--- config.mk ---
export PLATFORM = sky130hd
export DESIGN_NAME = pwm_generator_flat
export DESIGN_NICKNAME = d
export VERILOG_FILES = /design/src/rtl/pwm_pkg.sv /design/src/rtl/pwm_if.sv /design/src/rtl/pwm_timebase.sv /design/src/rtl/pwm_generator.sv /design/src/flat_wrapper.sv
export SDC_FILE = /design/constraint.sdc
export NUM_CORES = 1
export LEC_CHECK = 0
export ABC_AREA = 1
export CORE_MARGIN = 8
export CORE_UTILIZATION = 35
export DETAILED_ROUTE_END_ITERATION = 10
export HOLD_SLACK_MARGIN = 0.03
export PLACE_DENSITY = 0.53
export RECOVER_POWER = 50
export SYNTH_ARGS = -nofsm -noshare
export SYNTH_HDL_FRONTEND = slang
export SYNTH_SLANG_ARGS = --single-unit
--- constraint.sdc ---
create_clock -name clk -period 3.6 [get_ports clk]
set_input_delay 0.36 -clock clk [delete_from_list [all_inputs] [get_ports clk]]
set_output_delay 0.36 -clock clk [all_outputs]
set_load 0.005 [all_outputs]
--- src/rtl/pwm_pkg.sv ---
// Shared register map and control-bit positions for the PWM generator slave.
package pwm_pkg;

   localparam logic [1:0] REG_DUTY   = 2'd0;
   localparam logic [1:0] REG_PERIOD = 2'd1;
   localparam logic [1:0] REG_PRESC  = 2'd2;
   localparam logic [1:0] REG_CTRL   = 2'd3;

   localparam int CTRL_EN   = 0;
   localparam int CTRL_PEND = 1;

endpackage

--- src/rtl/pwm_if.sv ---
// Avalon-MM bus between the PID controller's PWM master and the PWM generator slave.
interface pwm_if #(
   parameter int ADDR_WIDTH = 16
);
   logic [ADDR_WIDTH-1:0] avs_address;
   logic                  avs_write;
   logic [31:0]           avs_writedata;
   logic                  avs_read;
   logic [31:0]           avs_readdata;
   logic                  avs_readdatavalid;
   logic                  avs_waitrequest;

   modport slave (
      input  avs_address, avs_write, avs_writedata, avs_read,
      output avs_readdata, avs_readdatavalid, avs_waitrequest
   );

   modport master (
      output avs_address, avs_write, avs_writedata, avs_read,
      input  avs_readdata, avs_readdatavalid, avs_waitrequest
   );
endinterface

--- src/rtl/pwm_timebase.sv ---
// Prescaler plus period counter; tick and boundary are combinational strobes for the current cycle.
module pwm_timebase #(
   parameter int CNT_WIDTH   = 12,
   parameter int PRESC_WIDTH = 16
) (
   input  logic                   clk,
   input  logic                   reset,
   input  logic                   enable,
   input  logic [CNT_WIDTH-1:0]   period,
   input  logic [PRESC_WIDTH-1:0] prescale,
   output logic [CNT_WIDTH-1:0]   cnt,
   output logic                   tick,
   output logic                   boundary
);

   logic [PRESC_WIDTH-1:0] presc_cnt_r;
   logic [CNT_WIDTH-1:0]   cnt_r;

   // ">=" lets a period or prescale shrunk below the running count wrap on the next step
   assign tick     = enable && (presc_cnt_r >= prescale);
   assign boundary = tick && (cnt_r >= period);
   assign cnt      = cnt_r;

   // Prescaler and period counter, both parked at zero while disabled
   always_ff @(posedge clk or posedge reset) begin
      if (reset) begin
         presc_cnt_r <= {PRESC_WIDTH{1'b0}};
         cnt_r       <= {CNT_WIDTH{1'b0}};
      end else if (!enable) begin
         presc_cnt_r <= {PRESC_WIDTH{1'b0}};
         cnt_r       <= {CNT_WIDTH{1'b0}};
      end else if (tick) begin
         presc_cnt_r <= {PRESC_WIDTH{1'b0}};
         if (boundary) begin
            cnt_r <= {CNT_WIDTH{1'b0}};
         end else begin
            cnt_r <= cnt_r + CNT_WIDTH'(1);
         end
      end else begin
         presc_cnt_r <= presc_cnt_r + PRESC_WIDTH'(1);
      end
   end

endmodule

--- src/rtl/pwm_generator.sv ---
// Avalon-MM PWM generator: double-buffered duty register applied on period boundaries,
// with waitrequest back-pressure on duty writes while an update is still pending.
module pwm_generator
   import pwm_pkg::*;
#(
   parameter int ADDR_WIDTH    = 16,
   parameter int CNT_WIDTH     = 12,
   parameter int PRESC_WIDTH   = 16,
   parameter int INIT_PERIOD   = 4095,
   parameter int INIT_PRESCALE = 0,
   parameter bit INIT_ENABLE   = 1'b1
) (
   input  logic  clk,
   input  logic  reset,
   pwm_if.slave  avs,
   output logic  pwm_out,
   output logic  period_tick
);

   logic [1:0]             addr_s;
   logic                   duty_wr_s;
   logic                   duty_acc_s;
   logic [CNT_WIDTH-1:0]   wdata_cnt_s;
   logic [31:0]            rd_mux_s;
   logic [CNT_WIDTH-1:0]   cnt_s;
   logic                   tick_s;
   logic                   boundary_s;
   logic                   unused_s;

   logic [CNT_WIDTH-1:0]   duty_shadow_r;
   logic [CNT_WIDTH-1:0]   duty_active_r;
   logic                   pending_r;
   logic [CNT_WIDTH-1:0]   period_r;
   logic [PRESC_WIDTH-1:0] prescale_r;
   logic                   enable_r;

   assign addr_s      = avs.avs_address[1:0];
   assign wdata_cnt_s = avs.avs_writedata[CNT_WIDTH-1:0];
   assign duty_wr_s   = avs.avs_write && (addr_s == REG_DUTY);
   assign duty_acc_s  = duty_wr_s && !pending_r;
   assign unused_s    = ^{avs.avs_address[ADDR_WIDTH-1:2], avs.avs_writedata[31:PRESC_WIDTH], tick_s};

   // Stall decided on the registered pending flag, so it never depends on this cycle's boundary
   assign avs.avs_waitrequest = duty_wr_s && pending_r;

   pwm_timebase #(
      .CNT_WIDTH   (CNT_WIDTH),
      .PRESC_WIDTH (PRESC_WIDTH)
   ) u_timebase (
      .clk      (clk),
      .reset    (reset),
      .enable   (enable_r),
      .period   (period_r),
      .prescale (prescale_r),
      .cnt      (cnt_s),
      .tick     (tick_s),
      .boundary (boundary_s)
   );

   // Configuration registers that take effect immediately
   always_ff @(posedge clk or posedge reset) begin
      if (reset) begin
         period_r   <= CNT_WIDTH'(INIT_PERIOD);
         prescale_r <= PRESC_WIDTH'(INIT_PRESCALE);
         enable_r   <= INIT_ENABLE;
      end else if (avs.avs_write) begin
         case (addr_s)
            REG_PERIOD: period_r   <= wdata_cnt_s;
            REG_PRESC:  prescale_r <= avs.avs_writedata[PRESC_WIDTH-1:0];
            REG_CTRL:   enable_r   <= avs.avs_writedata[CTRL_EN];
            default:    period_r   <= period_r;
         endcase
      end else begin
         period_r <= period_r;
      end
   end

   // Duty double buffer; while disabled the shadow flows straight through so nothing stalls
   always_ff @(posedge clk or posedge reset) begin
      if (reset) begin
         duty_shadow_r <= {CNT_WIDTH{1'b0}};
         duty_active_r <= {CNT_WIDTH{1'b0}};
         pending_r     <= 1'b0;
      end else if (!enable_r) begin
         pending_r     <= 1'b0;
         duty_active_r <= duty_shadow_r;
         if (duty_acc_s) begin
            duty_shadow_r <= wdata_cnt_s;
         end else begin
            duty_shadow_r <= duty_shadow_r;
         end
      end else if (boundary_s) begin
         pending_r <= 1'b0;
         if (duty_acc_s) begin
            duty_shadow_r <= wdata_cnt_s;
            duty_active_r <= wdata_cnt_s;
         end else begin
            duty_active_r <= duty_shadow_r;
         end
      end else if (duty_acc_s) begin
         duty_shadow_r <= wdata_cnt_s;
         pending_r     <= 1'b1;
      end else begin
         pending_r <= pending_r;
      end
   end

   // Output compare and boundary strobe, one cycle behind the counter
   always_ff @(posedge clk or posedge reset) begin
      if (reset) begin
         pwm_out     <= 1'b0;
         period_tick <= 1'b0;
      end else begin
         pwm_out     <= enable_r && (cnt_s < duty_active_r);
         period_tick <= boundary_s;
      end
   end

   // Read-data selection from current register contents (old value on same-cycle write)
   always_comb begin
      rd_mux_s = 32'd0;
      case (addr_s)
         REG_DUTY:   rd_mux_s = {{(32-CNT_WIDTH){1'b0}}, duty_shadow_r};
         REG_PERIOD: rd_mux_s = {{(32-CNT_WIDTH){1'b0}}, period_r};
         REG_PRESC:  rd_mux_s = {{(32-PRESC_WIDTH){1'b0}}, prescale_r};
         REG_CTRL: begin
            rd_mux_s[CTRL_EN]   = enable_r;
            rd_mux_s[CTRL_PEND] = pending_r;
         end
         default:    rd_mux_s = 32'd0;
      endcase
   end

   // Registered read response
   always_ff @(posedge clk or posedge reset) begin
      if (reset) begin
         avs.avs_readdata      <= 32'd0;
         avs.avs_readdatavalid <= 1'b0;
      end else begin
         avs.avs_readdatavalid <= avs.avs_read;
         if (avs.avs_read) begin
            avs.avs_readdata <= rd_mux_s;
         end else begin
            avs.avs_readdata <= avs.avs_readdata;
         end
      end
   end

endmodule

--- src/flat_wrapper.sv ---
// flat-port wrapper written by rule: the top's interface ports become plain ports
module pwm_generator_flat import pwm_pkg::*;
#(
   parameter int ADDR_WIDTH    = 16,
   parameter int CNT_WIDTH     = 12,
   parameter int PRESC_WIDTH   = 16,
   parameter int INIT_PERIOD   = 4095,
   parameter int INIT_PRESCALE = 0,
   parameter bit INIT_ENABLE   = 1'b1
)
  (clk, reset, pwm_out, period_tick, avs_avs_address, avs_avs_write, avs_avs_writedata, avs_avs_read, avs_avs_readdata, avs_avs_readdatavalid, avs_avs_waitrequest);
  pwm_if #(.ADDR_WIDTH(ADDR_WIDTH)) avs_i ();
  input  logic clk;
  input  logic reset;
  output logic pwm_out;
  output logic period_tick;
  input wire logic [$bits(avs_i.avs_address)-1:0] avs_avs_address;
  input wire logic [$bits(avs_i.avs_write)-1:0] avs_avs_write;
  input wire logic [$bits(avs_i.avs_writedata)-1:0] avs_avs_writedata;
  input wire logic [$bits(avs_i.avs_read)-1:0] avs_avs_read;
  output wire logic [$bits(avs_i.avs_readdata)-1:0] avs_avs_readdata;
  output wire logic [$bits(avs_i.avs_readdatavalid)-1:0] avs_avs_readdatavalid;
  output wire logic [$bits(avs_i.avs_waitrequest)-1:0] avs_avs_waitrequest;
  assign avs_i.avs_address = avs_avs_address;
  assign avs_i.avs_write = avs_avs_write;
  assign avs_i.avs_writedata = avs_avs_writedata;
  assign avs_i.avs_read = avs_avs_read;
  assign avs_avs_readdata = avs_i.avs_readdata;
  assign avs_avs_readdatavalid = avs_i.avs_readdatavalid;
  assign avs_avs_waitrequest = avs_i.avs_waitrequest;
  pwm_generator #(.ADDR_WIDTH(ADDR_WIDTH), .CNT_WIDTH(CNT_WIDTH), .PRESC_WIDTH(PRESC_WIDTH), .INIT_PERIOD(INIT_PERIOD), .INIT_PRESCALE(INIT_PRESCALE), .INIT_ENABLE(INIT_ENABLE)) u_core (.clk(clk), .reset(reset), .avs(avs_i), .pwm_out(pwm_out), .period_tick(period_tick));
endmodule
==> metrics.yaml, run 1 <==
grt:
  grt_util_all_layers: 0.152
  grt_max_degree: 56
  antenna_found_initial: 0
  first_global_vias: 4691
  grt_overflow: 0
  grt_pass1_wl_um: 24200
finish:
  final_design_area_no_fill_um2: 6610
  area.sequential_um2: 2540
  design.final.nets: 842
  area_growth_pct: 14.7
  diodes: 0
  final_layout_size_suffix_gt1_frac: 0.0663
  multi_input_area_um2: 2700
  final.fill_count: 1676
  layoutNonFillerInstCount: 974
setup_path:
  critical_path.reg2reg.endpoint: "u_core.duty_active_r[8]"
  timing.critical_path.cells: "dlygate4sd3_1 -> inv_1"
  required_ns: 3.62
  r2r_start: "u_core.period_r[11]"
  kind_of_critical_path: "input pin to asynchronous set/reset pin"
  worstPathArrival_ns: 2.46
  worstPathMaxFanout: 55
  cp-start-kind: "input pin"
  worst_r2r_path_cells: 12
  slowest_stage: "sky130_fd_sc_hd__inv_1"
  regToRegSetupSlack_ns: 1.28
  critical_path.endpoint_type: "asynchronous set/reset pin"
  critical-path-top-delay-family: "buffers and inverters"
  worst-path-buf-inv: 2
  cpPeakStageDelay_ns: 1.54
yosys:
  average_size_of_a_mapped_cell_um2: 8.04
  synth_async_sr_flop_share: 1.00
  yosys_register_bits: 101
  synth_edf_count: 0
  synth_area_leaders: "sky130_fd_sc_hd__dfrtp_1 (38%), sky130_fd_sc_hd__nand2_1 (14%), sky130_fd_sc_hd__ha_1 (8.9%), sky130_fd_sc_hd__dfstp_2 (5.9%), sky130_fd_sc_hd__inv_1 (5.7%)"
  ys.flop_type: "sky130_fd_sc_hd__dfrtp_1"
  synth.cell_area_um2: 5760
  ys_top_cells_by_count: "sky130_fd_sc_hd__nand2_1 (213), sky130_fd_sc_hd__dfrtp_1 (88), sky130_fd_sc_hd__inv_1 (88)"
  syn-instance-count: 717
  number_of_warnings_issued_by_yosys: 0
  yosysSeqAreaShare: 0.441
  post-synth-top-count-cell: "sky130_fd_sc_hd__nand2_1"
  synthDistinctLibCells: 41
  synth_top_cell_area_share: 0.382
  yosys.area.top_type: "sky130_fd_sc_hd__dfrtp_1"
status:
  violated_checks: "max-capacitance violations, max-slew violations"
  outcome: "finished, violations left"
clock_network:
  clkSinkCount: 101
  hold_buffers: 0
  clock_tree.buffer_depth: 2
  clock_tree.root_cell: "sky130_fd_sc_hd__clkbuf_16"
  postCtsResizedCells: 0
  post_cts_buffers: 0
  h-tree-depth: 3
  insertion_delay_ns: 0.36
  cts_tree: "done"
  number_of_cts_inserted_buffers: 9
  clkSlewWorstSetupHoldPaths_ns: 0.07
run:
  cap_violations: 1
pwr:
  static-leakage-power_nw: 3.30
  cellPowerDensity_nw_per_um2: 464
  ir_worst_vdd_v: 0.000291
routing:
  detail-route-antenna-nets: 0
  number_of_optimization_iterations_in_the_first_detailed_route_pass: 5
  wl_per_cell_um: 15.2
  drtIter0Drc: 282
  drcViolationCount: 0
  wl_um: 14800
  drt-vias-per-instance: 4.75
  via_count: 4626
sta:
  fin_worst_hold_slack_ns: 0.485
  timing.final.hold_violations: 0
  final_min_period_over_clock_period: 0.677
  fmax_mhz: 410
  maxSlewHeadroom: -0.453
  worst_max_slew_pin_slew_ns: 2.18
  fin_skew_ns: 0.0124
  finalSetupViolCount: 0
  grt_setup_unrepaired: "no"
  period_needed_ns: 2.44
  final_max_slew_viol_count: 55
  final.setup.tns_ns: 0
die:
  design.die.area_um2: 20800
  initial_core_util: 0.353
  die_w_um: 144
  rows: 47
  design.core.area_um2: 16300
  top_level_ports: 88
  die_h_um: 144
place:
  placedCellCount: 958
  count_of_input_and_output_buffers: 41
  postPlaceCellArea_um2: 6300
  dp_hpwl_um: 10800
  globalplace.congestion: 0.796
min_path:
  min_to: "u_core.avs.avs_readdata[12]"
  hp-class: "flop to flop"
  hold-path-cell-count: 2
  hold_path_startpoint: "u_core.avs.avs_readdata[12]"
through the flow:
stage / utilization / power [mW] / worst slack (ns)
final: 0.405 / 3.07 / 1.16
after global routing: 0.405 / 3.26 / 0.610
after CTS: 0.405 / 3.12 / 1.18
after detailed placement: 0.385 / 2.06 / 0.891
after global placement: 0.385 / 2.04 / 0.915
after floorplan: - / 1.83 / 0.614
worst register-to-register path: stages (launching register included):
cell and delay, ns:
sky130_fd_sc_hd__dfstp_2 0.54, sky130_fd_sc_hd__inv_1 0.09, sky130_fd_sc_hd__ha_1 0.31, sky130_fd_sc_hd__nand2_1 0.08
sky130_fd_sc_hd__nor2_1 0.19, sky130_fd_sc_hd__nand2_1 0.08, sky130_fd_sc_hd__nor2_1 0.09, sky130_fd_sc_hd__nand2_1 0.07
sky130_fd_sc_hd__nand4_1 0.15, sky130_fd_sc_hd__nand3_4 0.22, sky130_fd_sc_hd__nand2_4 0.25, sky130_fd_sc_hd__nand2_1 0.12
sky130_fd_sc_hd__nand2_1 0.08
how the worst max path moves through the flow:
stage,to,depth (start not counted),from
2_1_floorplan,u_core.avs.avs_readdata[0],1,reset
3_3_place_gp,u_core.duty_active_r[0],8,avs_avs_address[1]
3_5_place_dp,u_core.duty_active_r[11],8,avs_avs_address[1]
4_1_cts,avs_avs_waitrequest,5,avs_avs_address[1]
5_1_grt,u_core.avs.avs_readdata[14],2,reset
6_report,u_core.avs.avs_readdata[14],2,reset
state kept, by name (all words and copies together), names as in the netlist, 12 cells and up:
| signal | count |
|---|---|
| u_core.duty_shadow_r | 12 |
| u_core.avs.avs_readdata | 16 |
| u_core.u_timebase.presc_cnt_r | 16 |
| u_core.period_r | 12 |
| u_core.u_timebase.cnt | 12 |
| u_core.duty_active_r | 12 |
| u_core.prescale_r | 16 |
kinds of logic (layout without fill, tap and decap cells):
kind of cell	Yosys count	count (layout)	synth area share
buffers and inverters	127	149	0.100
XOR/XNOR	16	16	0.0243
AO/OA/AOI/OAI	110	110	0.109
flip-flops	101	101	0.441
AND/OR/NAND/NOR	321	321	0.236
adder cells (fa/ha/maj)	41	41	0.0890
other	1	16	0.000651
where the power goes:
group	switching, mW	internal, mW	total, mW
clock network	0.482	0.559	1.04
registers	0.0919	1.30	1.39
logic	0.400	0.236	0.636
total	0.974	2.09	3.07
cells in the final DEF, fill, tap and decap left out, types with 2 or more instances in the layout:
cell type	instances
sky130_fd_sc_hd__nand2_1	213
sky130_fd_sc_hd__inv_1	88
sky130_fd_sc_hd__dfrtp_1	88
sky130_fd_sc_hd__o21ai_0	50
sky130_fd_sc_hd__nor2_1	48
sky130_fd_sc_hd__ha_1	41
sky130_fd_sc_hd__a21oi_1	33
sky130_fd_sc_hd__clkdlybuf4s50_1	31
sky130_fd_sc_hd__nand3_1	27
sky130_fd_sc_hd__conb_1	16
sky130_fd_sc_hd__nand4_1	13
sky130_fd_sc_hd__dfstp_2	13
sky130_fd_sc_hd__xor2_1	11
sky130_fd_sc_hd__dlygate4sd3_1	10
sky130_fd_sc_hd__clkbuf_16	9
sky130_fd_sc_hd__o21ai_2	8
sky130_fd_sc_hd__nor3_1	6
sky130_fd_sc_hd__o31ai_1	5
sky130_fd_sc_hd__xnor2_1	5
sky130_fd_sc_hd__o22ai_1	4
sky130_fd_sc_hd__nand3b_1	3
sky130_fd_sc_hd__inv_6	3
sky130_fd_sc_hd__nor2_4	2
sky130_fd_sc_hd__nand3_2	2
sky130_fd_sc_hd__nand2_4	2
sky130_fd_sc_hd__nor3b_1	2
sky130_fd_sc_hd__buf_4	2
metal layers:
layer	up-vias	share of wire	GRT usage
met1	2178	0.45	0.186
met5	-	0	0
met4	0	0.018	0.0515
met2	95	0.48	0.257
met3	14	0.050	0.0366
li1	2339	-	-
area by class of cell:
cell class                 instances  area share
sequential                       101       0.385
inverter                          89      0.0505
clock inverter                     7      0.0140
clock buffer                       9      0.0341
tap                              220      0.0416
timing repair buffer              44      0.0673
multi-input combinational        504       0.408
Note: power is estimated with default switching activity, not from simulation.
==> run 2, diff against run 1 <==
--- a/config.mk
+++ b/config.mk
@@ -10,7 +10,7 @@
 export CORE_UTILIZATION = 35
 export DETAILED_ROUTE_END_ITERATION = 10
 export HOLD_SLACK_MARGIN = 0.03
-export PLACE_DENSITY = 0.53
+export PLACE_DENSITY = 0.55
 export RECOVER_POWER = 50
 export SYNTH_ARGS = -nofsm -noshare
 export SYNTH_HDL_FRONTEND = slang
==> constraint.sdc (replaced) <==
create_clock -name clk -period 2 [get_ports clk]
set_input_delay 0.2 -clock clk [delete_from_list [all_inputs] [get_ports clk]]
set_output_delay 0.2 -clock clk [all_outputs]
set_load 0.005 [all_outputs]
==> metrics.yaml, run 2 (synthesis gave the netlist of run 1 again) <==
finish:
  most_frequent_cells_in_the_layout: "sky130_fd_sc_hd__nand2_1 (197), sky130_fd_sc_hd__dfrtp_1 (88), sky130_fd_sc_hd__inv_1 (84)"
  final_layout_size_suffix_gt1_frac: 0.156  # +0.0893
  layoutNonFillerInstCount: 1017  # +4.4%
  largestRegisters: "u_core.avs.avs_readdata (16), u_core.prescale_r (16), u_core.u_timebase.presc_cnt_r (16)"
  design.final.nets: 885  # +5.1%
  area_growth_pct: 24.2
  diodes: 0  # unchanged
  layout_commonest_cell: "sky130_fd_sc_hd__nand2_1"
  final_design_area_no_fill_um2: 7160  # +8.2%
die:
  rows: 47  # unchanged
  top_level_ports: 88  # unchanged
  design.die.area_um2: 20800  # unchanged
  die_w_um: 144  # unchanged
  design.core.area_um2: 16300  # unchanged
  initial_core_util: 0.353  # unchanged
  die_h_um: 144  # unchanged
clock_network:
  clkSinkCount: 101  # unchanged
  hold_buffers: 0  # unchanged
  clock_tree.buffer_depth: 2  # unchanged
  cts_tree: "done"
  h-tree-depth: 3  # unchanged
  insertion_delay_ns: 0.35  # about the same
  clock_tree.root_cell: "sky130_fd_sc_hd__clkbuf_16"
  clkSlewWorstSetupHoldPaths_ns: 0.07  # about the same
  number_of_cts_inserted_buffers: 9  # unchanged
sta:
  grt_setup_unrepaired: "yes"
  period_needed_ns: 2.03
  worst_max_slew_pin_slew_ns: 1.41  # -0.770 ns
  fin_ws_ns: -0.0251  # -1.19 ns
  final_max_slew_viol_count: 0  # -100%
  finalSetupViolCount: 5  # +5
  maxSlewHeadroom: 0.0616  # +0.515
  final_min_period_over_clock_period: 1.01
  timing.final.hold_violations: 0  # unchanged
  final.setup.tns_ns: -0.0529  # -0.0529 ns
  fin_skew_ns: 0.0102  # -0.00222 ns
  fmax_mhz: 494
routing:
  wl_per_cell_um: 14.6  # -3.4%
  detail-route-antenna-nets: 0  # unchanged
  wl_um: 14900  # +0.85%
  drcViolationCount: 0  # unchanged
  drtIter0Drc: 354  # +26%
  number_of_optimization_iterations_in_the_first_detailed_route_pass: 4  # -1
  drt-vias-per-instance: 4.78  # +0.68%
  via_count: 4863  # +5.1%
grt:
  grt_pass1_wl_um: 24500  # +1.1%
  antenna_found_initial: 0  # unchanged
  first_global_vias: 4743  # +1.1%
  grt_overflow: 0  # unchanged
  grt_util_all_layers: 0.151  # -0.00116
  grt_max_degree: 102  # +82%
pwr:
  static-leakage-power_nw: 3.54  # +7.3%
  ir_worst_vdd_v: 0.000473  # +62%
  cellPowerDensity_nw_per_um2: 813  # +75%
place:
  globalplace.congestion: 0.823  # +3.3%
  dp_hpwl_um: 11100  # +2.2%
  postPlaceCellArea_um2: 6620  # +5.1%
  placement.setup.worst_slack_ns: -0.0867  # -0.977 ns
  placedCellCount: 996  # +4.0%
  count_of_input_and_output_buffers: 41  # unchanged
setup_path:
  worstPathArrival_ns: 2.26  # -0.20 ns
  critical_path.reg2reg.endpoint: "u_core.duty_active_r[10]"
  kind_of_critical_path: "flop to flop"
  required_ns: 2.24  # -1.38 ns
  r2r_start: "u_core.period_r[7]"
  worst_r2r_path_cells: 13  # +1
  critical_path.endpoint_type: "flop"
  worstPathMaxFanout: 8  # -85%
  regToRegSetupSlack_ns: -0.03  # -1.31 ns
  cp-start-kind: "flop"
status:
  violated_checks: "negative setup slack"
  outcome: "finished, violations left"
min_path:
  min_to: "u_core.prescale_r[15]"
  hold_path_startpoint: "avs_avs_writedata[15]"
  hold-path-cell-count: 3  # +1
  hp-class: "input pin to flop"
run:
  cap_violations: 0  # -1
-- run 2: changes by cell type in the layout (fill, tap and decap cells not counted), moves of 3 or more --
cell,change
sky130_fd_sc_hd__buf_4,+38
sky130_fd_sc_hd__nand2_1,-16
sky130_fd_sc_hd__nand2_2,+13
sky130_fd_sc_hd__clkdlybuf4s50_1,+8
sky130_fd_sc_hd__dlygate4sd3_1,-8
sky130_fd_sc_hd__ha_1,-5
sky130_fd_sc_hd__ha_4,+5
sky130_fd_sc_hd__inv_1,-4
sky130_fd_sc_hd__inv_2,+3
-- run 2: cell type report --
type / count / area [um^2]
inverters: 89 / 338
clock inverters: 6 / 93.8
fillers: 1609 / 9190
clock buffers: 10 / 239
multi-input cells: 506 / 2890
well taps: 220 / 275
flip-flops and latches: 101 / 2540
repair buffers: 85 / 778
-- run 2: timing repair --
| action | CTS | global route |
|---|---|---|
| gates cloned | 2 | 0 |
| endpoints found under the setup margin | 25 | 29 |
| setup buffers | 2 | 1 |
| gates resized for setup | 10 | 27 |
| pin swaps | 11 | 8 |
-- run 2: critical path, cell delays in order (launching register included) --
cell and delay, ns:
sky130_fd_sc_hd__dfstp_2 0.54, sky130_fd_sc_hd__inv_1 0.04, sky130_fd_sc_hd__ha_1 0.31, sky130_fd_sc_hd__nand2_2 0.08
sky130_fd_sc_hd__inv_1 0.05, sky130_fd_sc_hd__nand2_1 0.06, sky130_fd_sc_hd__nand2_1 0.04, sky130_fd_sc_hd__nand2_1 0.06
sky130_fd_sc_hd__nand4_1 0.12, sky130_fd_sc_hd__buf_4 0.18, sky130_fd_sc_hd__nand3_4 0.17, sky130_fd_sc_hd__nand2_8 0.12
sky130_fd_sc_hd__nand2_2 0.08, sky130_fd_sc_hd__nand2_1 0.05
-- run 2: worst max-delay path by stage --
stage | from | slack (ns) | cells past startpoint | end
global route | u_core.period_r[11] | -0.13 | 13 | u_core.duty_active_r[11]
detailed placement | u_core.period_r[11] | -0.09 | 11 | u_core.duty_active_r[10]
finish | u_core.period_r[7] | -0.03 | 13 | u_core.duty_active_r[10]
global placement | u_core.period_r[11] | -0.04 | 12 | u_core.duty_active_r[8]
floorplan | u_core.period_r[11] | 0.14 | 12 | u_core.duty_active_r[0]
CTS | u_core.period_r[3] | 0.001 | 13 | u_core.duty_active_r[5]
-- run 2: per-stage QoR --
| step | total power, mW | hold WS [ns] | util |
|---|---|---|---|
| 2_1_floorplan | 3.29 | 0.231 | - |
| 3_3_place_gp | 3.74 | 0.466 | 0.405 |
| 3_5_place_dp | 3.78 | 0.469 | 0.405 |
| 4_1_cts | 5.82 | 0.401 | 0.431 |
| 5_1_grt | 6.17 | 0.450 | 0.438 |
| 6_report | 5.82 | 0.438 | 0.438 |
-- run 2: power breakdown --
group	switching (mW)	leakage (nW)	internal [mW]
combinational	0.780	2.09	0.554
clock	0.830	0.165	1.15
sequential	0.173	1.28	2.34
total	1.78	3.54	4.04
-- run 2: layer usage --
metal / track usage / wire length (um) / vias to the layer above
met2: 0.245 / 7000 / 102
met5: 0 / 0 / -
met4: 0.0515 / 226 / 0
li1: - / - / 2435
met1: 0.201 / 7000 / 2314
met3: 0.0234 / 671 / 12
